**src/rtl/mp_pkg.sv**
```systemverilog
// Shared state/opcode encodings, widths, control bundle and MEM timeout limit
// for the multicycle sequencer.
package mp_pkg;

    localparam int unsigned STATE_W           = 3;
    localparam int unsigned OP_W              = 2;
    localparam int unsigned CNT_W             = 16;
    localparam int unsigned WAIT_W            = 4;
    localparam int unsigned MEM_TIMEOUT_LIMIT = 16;

    typedef enum logic [STATE_W-1:0] {
        S_FETCH  = 3'd0,
        S_DECODE = 3'd1,
        S_EXEC   = 3'd2,
        S_MEM    = 3'd3,
        S_WB     = 3'd4
    } state_t;

    typedef enum logic [OP_W-1:0] {
        OP_ADD   = 2'b00,
        OP_LOAD  = 2'b01,
        OP_STORE = 2'b10,
        OP_BEQ   = 2'b11
    } op_t;

    // Datapath and handshake controls produced by the state decoder
    typedef struct packed {
        logic instr_ready;
        logic ir_write;
        logic pc_write;
        logic pc_src;
        logic reg_dst;
        logic reg_write;
        logic alu_src;
        logic branch;
        logic mem_read;
        logic mem_write;
        logic mem_to_reg;
        logic alu_op;
    } ctrl_t;

endpackage

```
**src/rtl/seq_decode.sv**
```systemverilog
// Combinational control decode from current state and latched opcode; zero,
// instr_valid and mem_ready only qualify the single-cycle strobes.
module seq_decode
    import mp_pkg::*;
(
    input  state_t state,
    input  op_t    op_q,
    input  logic   zero,
    input  logic   instr_valid,
    input  logic   mem_ready,
    output ctrl_t  ctrl_c
);

    always_comb begin
        ctrl_c = '0;
        case (state)
            S_FETCH: begin
                ctrl_c.instr_ready = 1'b1;
                ctrl_c.ir_write    = instr_valid;
            end
            S_EXEC: begin
                ctrl_c.alu_src = (op_q == OP_LOAD) || (op_q == OP_STORE);
                ctrl_c.alu_op  = (op_q == OP_ADD);
                ctrl_c.branch  = (op_q == OP_BEQ);
                if (op_q == OP_BEQ) begin
                    ctrl_c.pc_write = 1'b1;
                    ctrl_c.pc_src   = zero;
                end
            end
            S_MEM: begin
                ctrl_c.mem_read  = (op_q == OP_LOAD);
                ctrl_c.mem_write = (op_q == OP_STORE);
                ctrl_c.pc_write  = (op_q == OP_STORE) && mem_ready;
            end
            S_WB: begin
                ctrl_c.reg_write  = 1'b1;
                ctrl_c.pc_write   = 1'b1;
                ctrl_c.reg_dst    = (op_q == OP_ADD);
                ctrl_c.mem_to_reg = (op_q == OP_LOAD);
            end
            default: ;
        endcase
    end

endmodule

```
**src/rtl/multicycle_sequencer.sv**
```systemverilog
// Five-state multicycle instruction sequencer with retired-instruction count.
// Define SEQ_MEM_TIMEOUT_EN to abort MEM after 16 cycles without mem_ready.
module multicycle_sequencer
    import mp_pkg::*;
(
    input  logic               clk,
    input  logic               reset,
    input  logic [OP_W-1:0]    op,
    input  logic               instr_valid,
    input  logic               mem_ready,
    input  logic               zero,
    output logic               instr_ready,
    output logic               ir_write,
    output logic               pc_write,
    output logic               pc_src,
    output logic               reg_dst,
    output logic               reg_write,
    output logic               alu_src,
    output logic               branch,
    output logic               mem_read,
    output logic               mem_write,
    output logic               mem_to_reg,
    output logic               alu_op,
`ifdef SEQ_MEM_TIMEOUT_EN
    output logic               mem_timeout,
`endif
    output logic [STATE_W-1:0] state,
    output logic [CNT_W-1:0]   instr_count
);

    state_t             state_q, state_d;
    op_t                op_q, op_d;
    logic [CNT_W-1:0]   instr_count_q, instr_count_d;
    logic               retire_c;
    ctrl_t              ctrl_c, ctrl_out_c;
`ifdef SEQ_MEM_TIMEOUT_EN
    logic [WAIT_W-1:0]  wait_cnt_q, wait_cnt_d;
    logic               mem_timeout_q, mem_timeout_d;
`endif

    // Next-state, opcode capture and retire
    always_comb begin
        state_d       = state_q;
        op_d          = op_q;
        retire_c      = 1'b0;
        instr_count_d = instr_count_q;
`ifdef SEQ_MEM_TIMEOUT_EN
        wait_cnt_d    = wait_cnt_q;
        mem_timeout_d = 1'b0;
`endif
        case (state_q)
            S_FETCH: begin
                if (instr_valid) begin
                    op_d    = op_t'(op);
                    state_d = S_DECODE;
                end
            end
            S_DECODE: state_d = S_EXEC;
            S_EXEC: begin
`ifdef SEQ_MEM_TIMEOUT_EN
                wait_cnt_d = '0;
`endif
                case (op_q)
                    OP_BEQ: begin
                        retire_c = 1'b1;
                        state_d  = S_FETCH;
                    end
                    OP_ADD:  state_d = S_WB;
                    default: state_d = S_MEM;
                endcase
            end
            S_MEM: begin
                if (mem_ready) begin
                    if (op_q == OP_STORE) begin
                        retire_c = 1'b1;
                        state_d  = S_FETCH;
                    end else begin
                        state_d = S_WB;
                    end
                end
`ifdef SEQ_MEM_TIMEOUT_EN
                else if (wait_cnt_q == WAIT_W'(MEM_TIMEOUT_LIMIT - 1)) begin
                    state_d       = S_FETCH;
                    mem_timeout_d = 1'b1;
                end else begin
                    wait_cnt_d = wait_cnt_q + WAIT_W'(1);
                end
`endif
            end
            S_WB: begin
                retire_c = 1'b1;
                state_d  = S_FETCH;
            end
            default: state_d = S_FETCH;
        endcase
        if (retire_c) begin
            instr_count_d = instr_count_q + CNT_W'(1);
        end
    end

    always_ff @(posedge clk or posedge reset) begin
        if (reset) begin
            state_q       <= S_FETCH;
            op_q          <= OP_ADD;
            instr_count_q <= '0;
`ifdef SEQ_MEM_TIMEOUT_EN
            wait_cnt_q    <= '0;
            mem_timeout_q <= 1'b0;
`endif
        end else begin
            state_q       <= state_d;
            op_q          <= op_d;
            instr_count_q <= instr_count_d;
`ifdef SEQ_MEM_TIMEOUT_EN
            wait_cnt_q    <= wait_cnt_d;
            mem_timeout_q <= mem_timeout_d;
`endif
        end
    end

    seq_decode u_decode (
        .state       (state_q),
        .op_q        (op_q),
        .zero        (zero),
        .instr_valid (instr_valid),
        .mem_ready   (mem_ready),
        .ctrl_c      (ctrl_c)
    );

    // While reset is held no strobe may fire, even from live inputs in FETCH
    always_comb begin
        ctrl_out_c = ctrl_c;
        if (reset) begin
            ctrl_out_c             = '0;
            ctrl_out_c.instr_ready = 1'b1;
        end
    end

    assign instr_ready = ctrl_out_c.instr_ready;
    assign ir_write    = ctrl_out_c.ir_write;
    assign pc_write    = ctrl_out_c.pc_write;
    assign pc_src      = ctrl_out_c.pc_src;
    assign reg_dst     = ctrl_out_c.reg_dst;
    assign reg_write   = ctrl_out_c.reg_write;
    assign alu_src     = ctrl_out_c.alu_src;
    assign branch      = ctrl_out_c.branch;
    assign mem_read    = ctrl_out_c.mem_read;
    assign mem_write   = ctrl_out_c.mem_write;
    assign mem_to_reg  = ctrl_out_c.mem_to_reg;
    assign alu_op      = ctrl_out_c.alu_op;
    assign state       = state_q;
    assign instr_count = instr_count_q;
`ifdef SEQ_MEM_TIMEOUT_EN
    assign mem_timeout = mem_timeout_q;
`endif

endmodule

```
**config.mk**
```make
export PLATFORM = sky130hd
export DESIGN_NAME = multicycle_sequencer
export DESIGN_NICKNAME = d
export VERILOG_FILES = /design/src/rtl/mp_pkg.sv /design/src/rtl/seq_decode.sv /design/src/rtl/multicycle_sequencer.sv
export SDC_FILE = /design/constraint.sdc
export NUM_CORES = 1
export LEC_CHECK = 0
export ABC_CLOCK_PERIOD_IN_PS = 2900
export CAP_MARGIN = 20
export CORE_UTILIZATION = 49
export DETAILED_ROUTE_END_ITERATION = 8
export GPL_TIMING_DRIVEN = 0
export HOLD_SLACK_MARGIN = 0.08
export PLACE_DENSITY = 0.84
export SYNTH_ARGS = -nofsm -noshare
export SYNTH_HDL_FRONTEND = slang
export SYNTH_SLANG_ARGS = --single-unit
```
**constraint.sdc**
```tcl
create_clock -name clk -period 2.9 [get_ports clk]
set_input_delay 0.58 -clock clk [delete_from_list [all_inputs] [get_ports clk]]
set_output_delay 0.58 -clock clk [all_outputs]
set_load 0.01 [all_outputs]
```
# --- Yosys cells after proc, flatten, opt, wreduce, memory -nomap -nowiden ---
# Cells that the tools add are included.
op_classes:
  addsub: 1
  eq_ne: 9
  n_mux: 19
  reduce_logical: 6
ops:
  columns: ["cell", "count"]
  rows:
  - ["$add A16 B1 Y16 const B", 1]
  - ["$mux W12", 1]
  - ["$pmux W3 S4", 1]
  - ["$mux W2", 5]
  - ["$mux W3", 3]
  - ["$eq A3 B2 Y1 const B", 2]
  - ["$mux W1", 6]
  - ["$pmux W1 S3", 2]
  - ["$pmux W3 S2", 1]
  - ["$eq A2 B2 Y1 const B", 2]
  - ["$ne A2 B2 Y1 const B", 2]
  - ["$reduce_and A2 Y1", 2]
  - ["$eq A3 B1 Y1 const B", 1]
  - ["$eq A3 B3 Y1 const B", 1]
  - ["$logic_not A3 Y1", 1]
  - ["$eq A2 B1 Y1 const B", 1]
  - ["$logic_not A2 Y1", 1]
  - ["$logic_and A1 B1 Y1", 1]
  - ["$logic_or A1 B1 Y1", 1]
totals:
  regBits: 21
  word_cells: 38
  inputBits: 7
  output_inout_bits: 31

# --- Longest topological paths before layout ---
logic_depth:
  depth_word: 4
  depth_mapped: 7
  mapped_depth_nobuf: 6

# --- Modules after synthesis ---
# From an unflattened synthesis, not the netlist that was laid out.
unflattened:
  cells_unflattened: 137
  area_unflattened_um2: 1311.3
modules_own_cells:
  columns: ["module", "seq_area_each_um2", "n_inst", "cells_each", "area_each_um2"]
  rows:
  - ["multicycle_sequencer", 525.5, 1, 113, 1131.1]
  - ["seq_decode", 0.0, 1, 24, 180.2]

# --- Worst setup path after synthesis ---
# Ideal clock, no wire load.
synth_timing:
  path_kind: "input to output"
  from: "in reset"
  to: "out pc_src"
  required_ns: 2.320
  setup_slack_ns: 0.762
  path_buffers: 0
  t_arrival_ns: 1.558
  cell_stages: 3
  cell_sequence: "inv_1 -> and3_1 -> and3_1"
synth_via:
  elab_chain_cells: 1
synth_rtl:
  columns: ["item", "line", "text"]
  rows:
  - ["from (decl)", "multicycle_sequencer.sv:7", "input logic reset,"]
  - ["$mux W12", "multicycle_sequencer.sv:133", "if (reset) begin"]
  - ["to (decl)", "multicycle_sequencer.sv:15", "output logic pc_src,"]
# Every way passes these cells.

# --- Final worst setup path ---
# Same ends and word-level chain as after synthesis.

==> metrics.yaml <==
status:
  status: "completed"
worst_setup_path:
  crit_start: "reset"
  path_depth: 5
  r2r_cells: 7
  worstPathCellList: "clkdlybuf4s50_1 -> clkinvlp_4 -> and3_1 -> and3_1 -> clkdlybuf4s50_1"
  start_kind: "input port"
  criticalPathCategory: "in2out"
  crit_end: "pc_src"
  cp_data_arrival_time_ps: 2270
  worst-path-buf-inv: 3
  slowest_stage: "clkdlybuf4s50_1"
  ff2ff_setup_slack_ps: 1330
  crit_path_end_kind: "primary output"
  cp_top_family: "buffers and inverters"
  cp_data_required_time_ps: 2320
  slowest_delay_ps: 670
  timing.rr.end: "instr_count[14]"
  r2r_start: "state[0]"
  crit_fanout: 5
pwr:
  peakVddDrop_mv: 0.5748
  clkPwrFrac: 0.117
  power_density_nw_per_um2: 743.1
  p_int_mw: 0.7458
  comb_power_share: 0.527
  power_mw: 1.237
  seqPwrFrac: 0.356
  power.leakage_nw: 0.6772
  p_sw_frac: 0.3969
  p_switching_mw: 0.4908
die:
  die_w_um: 51.51
  ios: 38
  num_rows: 17
  die_area_um2: 2653
  initial_core_util: 0.5327
  core_area_um2: 2255
  chipHeight_um: 51.51
timing:
  slew-limit-headroom: 0.6362
  skew_ps: 2.320
  worst_pin_slew_ps: 542.7
  rsz0062_at_grt: "false"
  setup_viol_count_final: 0
  final.setup.tns_ps: 0
  worst_slack_ps: 48.83
  finalMaxSlewViolations: 0
  min_period_ps: 2851
  hold_violations: 0
  post-route-period-util: 0.9832
  fmax_mhz: 350.7
clocking:
  h-tree-depth: 1
  numCtsBuffers: 3
  clkLatencyLatePin_ps: 310
  root_buffer: "clkbuf_4"
  cts_tree: "done"
  clk_pin_slew_worst_paths_ps: 120
  cts.sinks: 21
  postCtsHoldBufs: 0
  clock_path_buffers: 2
synth:
  ys_async_sr_fraction: 1.000
  synth_flop_cell: "dfrtp_1"
  synth.top_cell.area_share: 0.4375
  synth_edf_count: 0
  yosysTopAreaCell: "dfrtp_1"
  avgSynthCellArea_um2: 10.35
  syn_inst: 116
  ys_top_cells_by_area: "dfrtp_1 (44%), xnor2_1 (8.8%), ha_1 (5.2%), and3_1 (3.6%), nand4_1 (3.1%)"
  ys_warn_count: 0
  ys_seq_area_frac: 0.4375
  yosysUniqueCellTypes: 33
  synth-seq-cells: 21
  syn-cell-area_um2: 1201
  syn-num-nets: 128
global_routing:
  grt_pass1_vias: 963
  overflow: 0
  grt_pass1_wl_um: 4395
  grtUsageTotal: 0.2266
  grt_max_degree: 13
  grt_antenna_before_repair: 0
place:
  port_buffers: 37
  gp_congestion: 0.8141
  dpl.hpwl_um: 1947
  post-place-ws_ps: -446.4
cells_and_area:
  nNetsFinal: 173
  layout-drive-gt1-share: 0.1375
  insertedDiodeCount: 0
  fin_util: 0.7381
  layout_commonest_cell: "clkdlybuf4s50_1"
  mostFrequentLayoutCells: "clkdlybuf4s50_1 (37), dfrtp_1 (21), xnor2_1 (12)"
  area_growth_pct: 38.54
detailed_routing:
  wl_per_cell_um: 13.92
  drc: 0
  num_vias: 1019
  viasPerCell: 5.420
  drtPass1Iterations: 4
  antenna_left: 0
  drt_iter0_markers: 21
  wl_um: 2617
run:
  max-cap-violations: 0
min_path:
  hold-path-cell-count: 1
  worstHoldPathType: "reg2reg"
==> worst register-to-register path, cell delays in order (launching register included) <==
cell	delay, ps
dfrtp_1	430
buf_6	160
nor3b_2	280
a31oi_4	80
nand2_4	130
buf_8	140
nand3_1	100
xnor2_1	150
==> layout make-up <==
class	count	area [um^2]
Inverter	4	18.77
Multi-Input combinational cell	86	616.8
Fill cell	172	590.6
Tap cell	28	35.03
Clock buffer	3	22.52
Timing Repair inverter	1	5.005
Sequential cell	21	525.5
Timing Repair Buffer	39	385.4
Clock inverter	1	5.005
Buffer	5	50.05
==> metrics by stage <==
step	hold WS, ps	cells	cell area (um^2)
4_1_cts	489.9	188	1664
3_3_place_gp	455.1	181	1607
6_report	486.5	188	1664
2_1_floorplan	503.9	116	1201
5_1_grt	514.6	188	1664
3_5_place_dp	468.9	181	1607
==> what timing repair did <==
item | 4_1_cts | 5_1_grt
resized for setup | 2 | 0
setup endpoints to repair | 7 | 0
hold endpoints to repair | 0 | 0
setup buffers | 2 | 0
==> cells in the mapped netlist (2+ instances only) <==
| library cell | n |
|---|---|
| a21oi_1 | 5 |
| ha_1 | 5 |
| nand2_1 | 9 |
| nand3_1 | 6 |
| xor2_1 | 3 |
| o21ai_0 | 2 |
| and2_1 | 5 |
| nand3_2 | 2 |
| buf_6 | 2 |
| and3_1 | 7 |
| dfrtp_1 | 21 |
| inv_1 | 4 |
| nor3_1 | 2 |
| xnor2_1 | 12 |
| nand4_1 | 6 |
| nor2_1 | 8 |
==> worst min-delay path by stage <==
stage	endpoint	start	slack, ps
2_1_floorplan	instr_count[15]	instr_count[15]	500
5_1_grt	instr_count[15]	instr_count[15]	510
3_5_place_dp	instr_count[15]	instr_count[15]	470
6_report	instr_count[15]	instr_count[15]	490
3_3_place_gp	instr_count[15]	instr_count[15]	460
4_1_cts	instr_count[15]	instr_count[15]	490
==> per-layer routing <==
metal / share of wire / global-route usage
met1: 0.45 / 0.3181
met2: 0.47 / 0.3442
met3: 0.060 / 0.03801
met4: 0.017 / 0.09910
met5: 0 / 0
==> power by group through the flow <==
| stage | clock network (mW) | registers (mW) | logic, mW |
|---|---|---|---|
| 2_1_floorplan | 0 | 0.463 | 0.371 |
| 3_3_place_gp | 0 | 0.442 | 0.630 |
| 3_5_place_dp | 0 | 0.447 | 0.643 |
| 4_1_cts | 0.147 | 0.441 | 0.652 |
| 5_1_grt | 0.161 | 0.453 | 0.716 |
| 6_report | 0.145 | 0.440 | 0.652 |
==> state kept, by name (all words and copies together) (netlist names) <==
| name | flops |
|---|---|
| instr_count | 16 |
| state | 3 |
| op_q | 2 |
==> cells by family after synthesis <==
group           share of synthesized area
buf+inv                           0.05416
fa+ha+maj                         0.05208
xor+xnor                           0.1094
compound gates                    0.06563
simple gates                       0.2636
flops                              0.4375
mux                               0.01771
(Power assumes the default switching activity.)
==> RTL change (same settings) <==
Register the output `instr_count` once more, cleared by the reset; this adds one clock of latency there. The other outputs are not delayed to match.
--- a/src/rtl/multicycle_sequencer.sv
+++ b/src/rtl/multicycle_sequencer.sv
@@ -151,3 +151,9 @@
     assign state       = state_q;
-    assign instr_count = instr_count_q;
+    always_ff @(posedge clk or posedge reset) begin
+        if (reset) begin
+            instr_count <= '0;
+        end else begin
+            instr_count <= instr_count_q;
+        end
+    end
 `ifdef SEQ_MEM_TIMEOUT_EN
Check against the original RTL: not equivalent (Yosys sat finds a counterexample within 4 cycles, from zero or initial values and one cycle with reset high).
==> RTL change against the original RTL <==
  * Sequential cell count rose by 16
  * Fmax rose by 5.2%
  * Routed wire length rose by 9.1%
  * Worst setup slack improved by 140 ps
  * Total power rose by 39%
  * Synthesized cell count rose by 7.8%
  * Cell area rose by 28%
  * Synthesized area rose by 29%
==> RTL change: results <==
{
  "met1_usage": 0.248,
  "area_growth_pct": 37.3,
  "place_area_um2": 2000,
  "buf_share": 0.201,
  "grtUsageTotal": 0.188,
  "switchingPower_mw": 0.528,
  "combPwrFrac": 0.342,
  "vdd_drop_max_mv": 0.588,
  "worst_slew_pin_slew_ps": 531,
  "setup.worst_path.start": "state[2]$_DFFE_PP0P_",
  "routedWlPerCell_um": 13.2,
  "met2_usage": 0.282,
  "fillers": 217,
  "dp.cells": 207,
  "path_max_fanout": 9,
  "nNonClkInverters": 7,
  "wl_met2_um": 1390,
  "grt_max_degree": 19,
  "wl_met3_um": 83,
  "htreeDepth": 2,
  "multi_input_area_um2": 586,
  "critPathArrivalTime_ps": 2130,
  "outcome": "complete, no violations",
  "regToRegSetupSlack_ps": 740,
  "routed-via-count": 1041
}
## RTL change: changes by cell type in the layout (fill, tap and decap cells not counted), sizes merged, moves of 3 or more
cell,delta
nand4,-3
clkbuf,+3
dfrtp,+16
nor2,-3
buf,-3
nor3,+3
nand3,-6
## RTL change: logic make-up after synthesis
| logic type | Yosys count | synth area share |
|---|---|---|
| AO/OA/AOI/OAI | 9 | 0.0428 |
| adder cells (fa/ha/maj) | 5 | 0.0404 |
| XOR/XNOR | 15 | 0.0897 |
| AND/OR/NAND/NOR | 46 | 0.174 |
| buffers and inverters | 9 | 0.0275 |
| flip-flops | 37 | 0.598 |
| multiplexers | 4 | 0.0283 |
## RTL change: repair_timing
action / in CTS / in global routing
pin swaps: 0 / 0
endpoints found under the setup margin: 4 / 6
setup buffers: 1 / 0
gates cloned: 1 / 0
resized for setup: 2 / 2
## RTL change: worst max-delay path, stage by stage (launching register included)
cell and delay (ps):
dfrtp_1 400, clkbuf_1 190, or2b_1 300, nor3_2 190, and3_1 190, clkdlybuf4s50_1 530
